`config.mk`:
```
export PLATFORM = sky130hd
export DESIGN_NAME = nbit_serial_sub
export DESIGN_NICKNAME = d
export VERILOG_FILES = /design/src/rtl/nbit_serial_sub.sv
export SDC_FILE = /design/constraint.sdc
export NUM_CORES = 1
export LEC_CHECK = 0
export ABC_AREA = 1
export CAP_MARGIN = 15
export CORE_ASPECT_RATIO = 1.75
export CORE_MARGIN = 2
export CORE_UTILIZATION = 51
export DETAILED_ROUTE_END_ITERATION = 7
export PLACE_DENSITY = 0.78
export SLEW_MARGIN = 40
export SYNTH_ARGS = -nofsm -noshare
export SYNTH_HDL_FRONTEND = slang
export SYNTH_SLANG_ARGS = --single-unit
```
`constraint.sdc`:
```
create_clock -name clk -period 1.5 [get_ports clk]
set_input_delay 0.375 -clock clk [delete_from_list [all_inputs] [get_ports clk]]
set_output_delay 0.375 -clock clk [all_outputs]
set_load 0.01 [all_outputs]
```
`src/rtl/nbit_serial_sub.sv`:
```
// Bit-serial N-bit subtractor: diff = a - b - b_in, one bit per clock, LSB first.
// Optional signed-overflow output ovf is enabled by defining SUB_OVERFLOW_FLAG_EN.
module nbit_serial_sub #(
    parameter int n = 8
) (
    input  logic         clk,
    input  logic         rst,
    input  logic         start,
    input  logic [n-1:0] a,
    input  logic [n-1:0] b,
    input  logic         b_in,
    output logic         busy,
    output logic         done,
    output logic [n-1:0] diff,
`ifdef SUB_OVERFLOW_FLAG_EN
    output logic         ovf,
`endif
    output logic         b_out
);

    localparam int CW = $clog2(n + 1);
    localparam logic [CW-1:0] LAST = CW'(n - 1);

    typedef enum logic [1:0] {
        IDLE = 2'd0,
        RUN  = 2'd1,
        DONE = 2'd2
    } state_t;

    state_t         state_r;
    logic [n-1:0]   a_sh_r;
    logic [n-1:0]   b_sh_r;
    logic [n-1:0]   acc_r;
    logic           borrow_r;
    logic [CW-1:0]  count_r;
    logic           d_s;
    logic           borrow_next_s;
    logic [n-1:0]   acc_next_s;
`ifdef SUB_OVERFLOW_FLAG_EN
    logic           a_msb_r;
    logic           b_msb_r;
`endif

    // Full-subtractor cell on the current LSBs; new bit enters the accumulator MSB.
    always_comb begin
        d_s           = a_sh_r[0] ^ b_sh_r[0] ^ borrow_r;
        borrow_next_s = (~a_sh_r[0] & b_sh_r[0]) | (~(a_sh_r[0] ^ b_sh_r[0]) & borrow_r);
        acc_next_s    = {d_s, acc_r[n-1:1]};
    end

    // Control FSM, operand shifters and registered results.
    always_ff @(posedge clk) begin
        if (rst) begin
            state_r  <= IDLE;
            a_sh_r   <= {n{1'b0}};
            b_sh_r   <= {n{1'b0}};
            acc_r    <= {n{1'b0}};
            borrow_r <= 1'b0;
            count_r  <= {CW{1'b0}};
            busy     <= 1'b0;
            done     <= 1'b0;
            diff     <= {n{1'b0}};
            b_out    <= 1'b0;
`ifdef SUB_OVERFLOW_FLAG_EN
            a_msb_r  <= 1'b0;
            b_msb_r  <= 1'b0;
            ovf      <= 1'b0;
`endif
        end else begin
            case (state_r)
                IDLE: begin
                    done <= 1'b0;
                    if (start) begin
                        a_sh_r   <= a;
                        b_sh_r   <= b;
                        borrow_r <= b_in;
                        acc_r    <= {n{1'b0}};
                        count_r  <= {CW{1'b0}};
                        busy     <= 1'b1;
                        state_r  <= RUN;
`ifdef SUB_OVERFLOW_FLAG_EN
                        a_msb_r  <= a[n-1];
                        b_msb_r  <= b[n-1];
`endif
                    end else begin
                        busy     <= 1'b0;
                    end
                end
                RUN: begin
                    a_sh_r   <= {1'b0, a_sh_r[n-1:1]};
                    b_sh_r   <= {1'b0, b_sh_r[n-1:1]};
                    acc_r    <= acc_next_s;
                    borrow_r <= borrow_next_s;
                    count_r  <= count_r + CW'(1'b1);
                    // Last bit: publish the finished accumulator, not the stale acc_r.
                    if (count_r == LAST) begin
                        diff    <= acc_next_s;
                        b_out   <= borrow_next_s;
                        done    <= 1'b1;
                        state_r <= DONE;
`ifdef SUB_OVERFLOW_FLAG_EN
                        ovf     <= (a_msb_r != b_msb_r) && (d_s != a_msb_r);
`endif
                    end else begin
                        done    <= 1'b0;
                    end
                end
                DONE: begin
                    done    <= 1'b0;
                    busy    <= 1'b0;
                    state_r <= IDLE;
                end
                default: begin
                    done    <= 1'b0;
                    busy    <= 1'b0;
                    state_r <= IDLE;
                end
            endcase
        end
    end

endmodule

```
==> results.ini, run 1 <==
[worst_setup_path]
start_kind = flip-flop
max_stage_delay_ns = 0.38
arrival_ns = 1.57
r2r_setup_slack_ns = 0.18
rr_worst_depth = 7
cpMostUsedCell = nand2_1
cp_num_buf_inv = 0
crit_fanout = 10
cp.required_ns = 1.75
cpMaxStageDelayCell = dfxtp_1
r2r_start = count_r[0]$_SDFFE_PP0P_
reg2reg_to = diff[5]$_SDFFE_PP0P_
timing_worst_setup_path_type = reg -> reg
path_cells = ha_1 > nand2_1 > nor2_1 > nand2_4 > nor2_8 > nand2_1 > nand2_1
end_kind = flip-flop
crit_family = simple AND/OR/NAND/NOR gates

[floorplanning]
num_rows = 28
die_w_um = 48.6
start_util_pct = 52.8
die-area_um2 = 3990
boundaryPins = 31
die_h_um = 82.0
core_um2 = 3360

[cts]
post-cts-setup-buffers = 0
htree_levels = 2
cts_resized = 11
clk_pin_slew_ns = 0.07
cts_buffers = 5
tritoncts = done
cts_sinks = 41
root_buffer = clkbuf_8
clock_path_buffers = 2
hold_buffers = 0
clk_latency_ns = 0.30

[yosys]
seq_area_frac_synth_pct = 46.3
avgSynthCellArea_um2 = 6.93
synth_area_leader_cell = dfxtp_1
synth_seq_cells = 41
synthTopCellsByArea = dfxtp_1 (46%), nand2_1 (20%), nor2_1 (8.0%), inv_1 (4.4%), a21oi_1 (4.2%)
netlist-cell-type-count = 20
syn_nets = 278
synth.top_cell.area_share_pct = 46.3
synthCells = 256
yosys_warnings = 0
synth_area_um2 = 1770

[cells_and_area]
syn_to_final_growth_pct = 24.5
num-fill-cells = 313
final_cell_mix = nand2_1 (96), dfxtp_1 (41), nor2_1 (38)
final_layout_size_suffix_gt1_share_pct = 7.56
final_util_pct = 65.7
diodes = 0
final_common_cell = nand2_1
postLayoutCellArea_um2 = 2210
finalNetCount = 313

[global_routing]
grt_pass1_wl_mm = 5.78
grt.total_usage_pct = 18.6
antenna_found_initial = 0
gr-total-overflow = 0
grt_pass1_vias = 1384
grt_max_degree = 43

[timing]
post-route-period-util_pct = 88.0
setup_viol = 0
drv_slew = 0
worst_pin_slew_ns = 0.430
period_minus_slack_ns = 1.32
holdWs_ns = 0.466
fmax_mhz = 758
hold_viol_final = 0
rsz0062_at_grt = no
finClkSkew_ns = 0.00267
max-slew-margin-rel_pct = 71.2

[placement]
hpwl_mm = 2.33
gp_congestion = 0.782
post_dp_cell_area_um2 = 2140
port_buffers = 30

[routing]
drt_iter0_drc = 20
viasPerCell = 4.64
drc = 0
wirelength_mm = 3.26
routedWlPerCell_um = 9.71
antenna_left = 0
via_count = 1558
drt_pass1_iterations = 4

[power]
leakage_nw = 1.06
p_switching_w = 0.000554
irDropWorstVdd_uv = 835
p_sw_share_pct = 25.3
combPwrFrac_pct = 13.8
sequentialPowerShare_pct = 52.8
cellPowerDensity_nw_per_um2 = 993
internal_power_w = 0.00164
p_clk_share_pct = 33.4

[worst_hold_path]
min_from = acc_r[4]$_SDFFE_PP0P_
whs_endpoint = diff[3]$_SDFFE_PP0P_
hold_depth = 2
hold_path_class = reg -> reg

[run_status]
outcome = finished, final reports clean

[flow_run]
maxCapViolCount = 0

-- kinds of logic (layout without fill, tap and decap cells) --
group | after synthesis | in the layout | share of synthesized area (%)
and+or+nand+nor | 149 | 149 | 34.2
AOI/OAI and AO/OA | 30 | 30 | 8.67
adders and majority gates | 2 | 2 | 1.83
DFF | 41 | 41 | 46.3
buffers and inverters | 34 | 69 | 9.03
-- metrics by stage --
stage               cells  setup slack [ns]  TNS, ns  total power, W
floorplan             256             0.344        0         0.00139
global route          336            0.0117        0         0.00231
global placement      329           0.00909        0         0.00149
CTS                   336             0.157        0         0.00222
detailed placement    329           -0.0213   -0.117         0.00149
finish                336             0.180        0         0.00219
-- tightest hold or removal path: cells and delay by family, from the launching register on --
| family | cells | cell delay, ns |
|---|---|---|
| flip-flops | 1 | 0.32 |
| AND/OR/NAND/NOR | 2 | 0.10 |
-- sequential cells by signal, summed over array words and instances (netlist names) --
| name | cells |
|---|---|
| diff | 8 |
| busy | 1 |
| done | 1 |
| acc_r | 7 |
| state_r | 2 |
| a_sh_r | 8 |
| count_r | 4 |
| borrow_r | 1 |
| b_sh_r | 8 |
| b_out | 1 |
-- worst max-delay path by stage --
stage                            start  slack, ns                      to  depth (start not counted)
2_1_floorplan  count_r[0]$_SDFFE_PP0P_       0.34      b_out$_SDFFE_PP0P_                          7
3_3_place_gp                     start      0.009  b_sh_r[3]$_SDFFE_PP0P_                          6
3_5_place_dp                     start      -0.02  b_sh_r[7]$_SDFFE_PP0P_                          5
4_1_cts        count_r[0]$_SDFFE_PP0P_       0.16    diff[5]$_SDFFE_PP0P_                          7
5_1_grt        count_r[0]$_SDFFE_PP0P_       0.01    diff[5]$_SDFFE_PP0P_                          7
6_report       count_r[0]$_SDFFE_PP0P_       0.18    diff[5]$_SDFFE_PP0P_                          7
-- layer usage --
layer	GRT usage [%]	part of all wire, %
met1	20.0	44
met2	33.6	49
met3	4.18	3.9
met4	11.1	2.7
met5	0	0
-- cell usage after synthesis --
cell type / number
nand2_1: 96
dfxtp_1: 41
nor2_1: 38
inv_1: 21
a21oi_1: 15
o21ai_0: 14
nand3_1: 11
buf_2: 4
buf_4: 3
buf_6: 2
inv_2: 2
clkbuf_1: 1
clkbuf_2: 1
fa_1: 1
ha_1: 1
nand2_2: 1
nand2_4: 1
nor2_4: 1
nor2_8: 1
o21ai_2: 1
-- layout make-up --
type,instances,area (um2),area share [%]
well taps,45,56.3,2.55
inverters,23,86.3,3.91
multi-input cells,181,793,35.9
repair buffers,39,367,16.6
flip-flops and latches,41,821,37.1
clock buffers,7,86.3,3.91
-- power by group through the flow --
| stage | Clock [W] | Combinational (W) | Sequential (W) |
|---|---|---|---|
| floorplan | 0 | 0.000210 | 0.00118 |
| global placement | 0 | 0.000303 | 0.00118 |
| detailed placement | 0 | 0.000308 | 0.00118 |
| CTS | 0.000754 | 0.000309 | 0.00116 |
| global route | 0.000790 | 0.000353 | 0.00116 |
| finish | 0.000733 | 0.000303 | 0.00116 |
(Power assumes the default switching activity.)
==> inputs of run 2 (changes only) <==
- SLEW_MARGIN: 40 -> 15
==> results of run 2 <==
Final layout, timing and power as in run 1 (identical DEF).
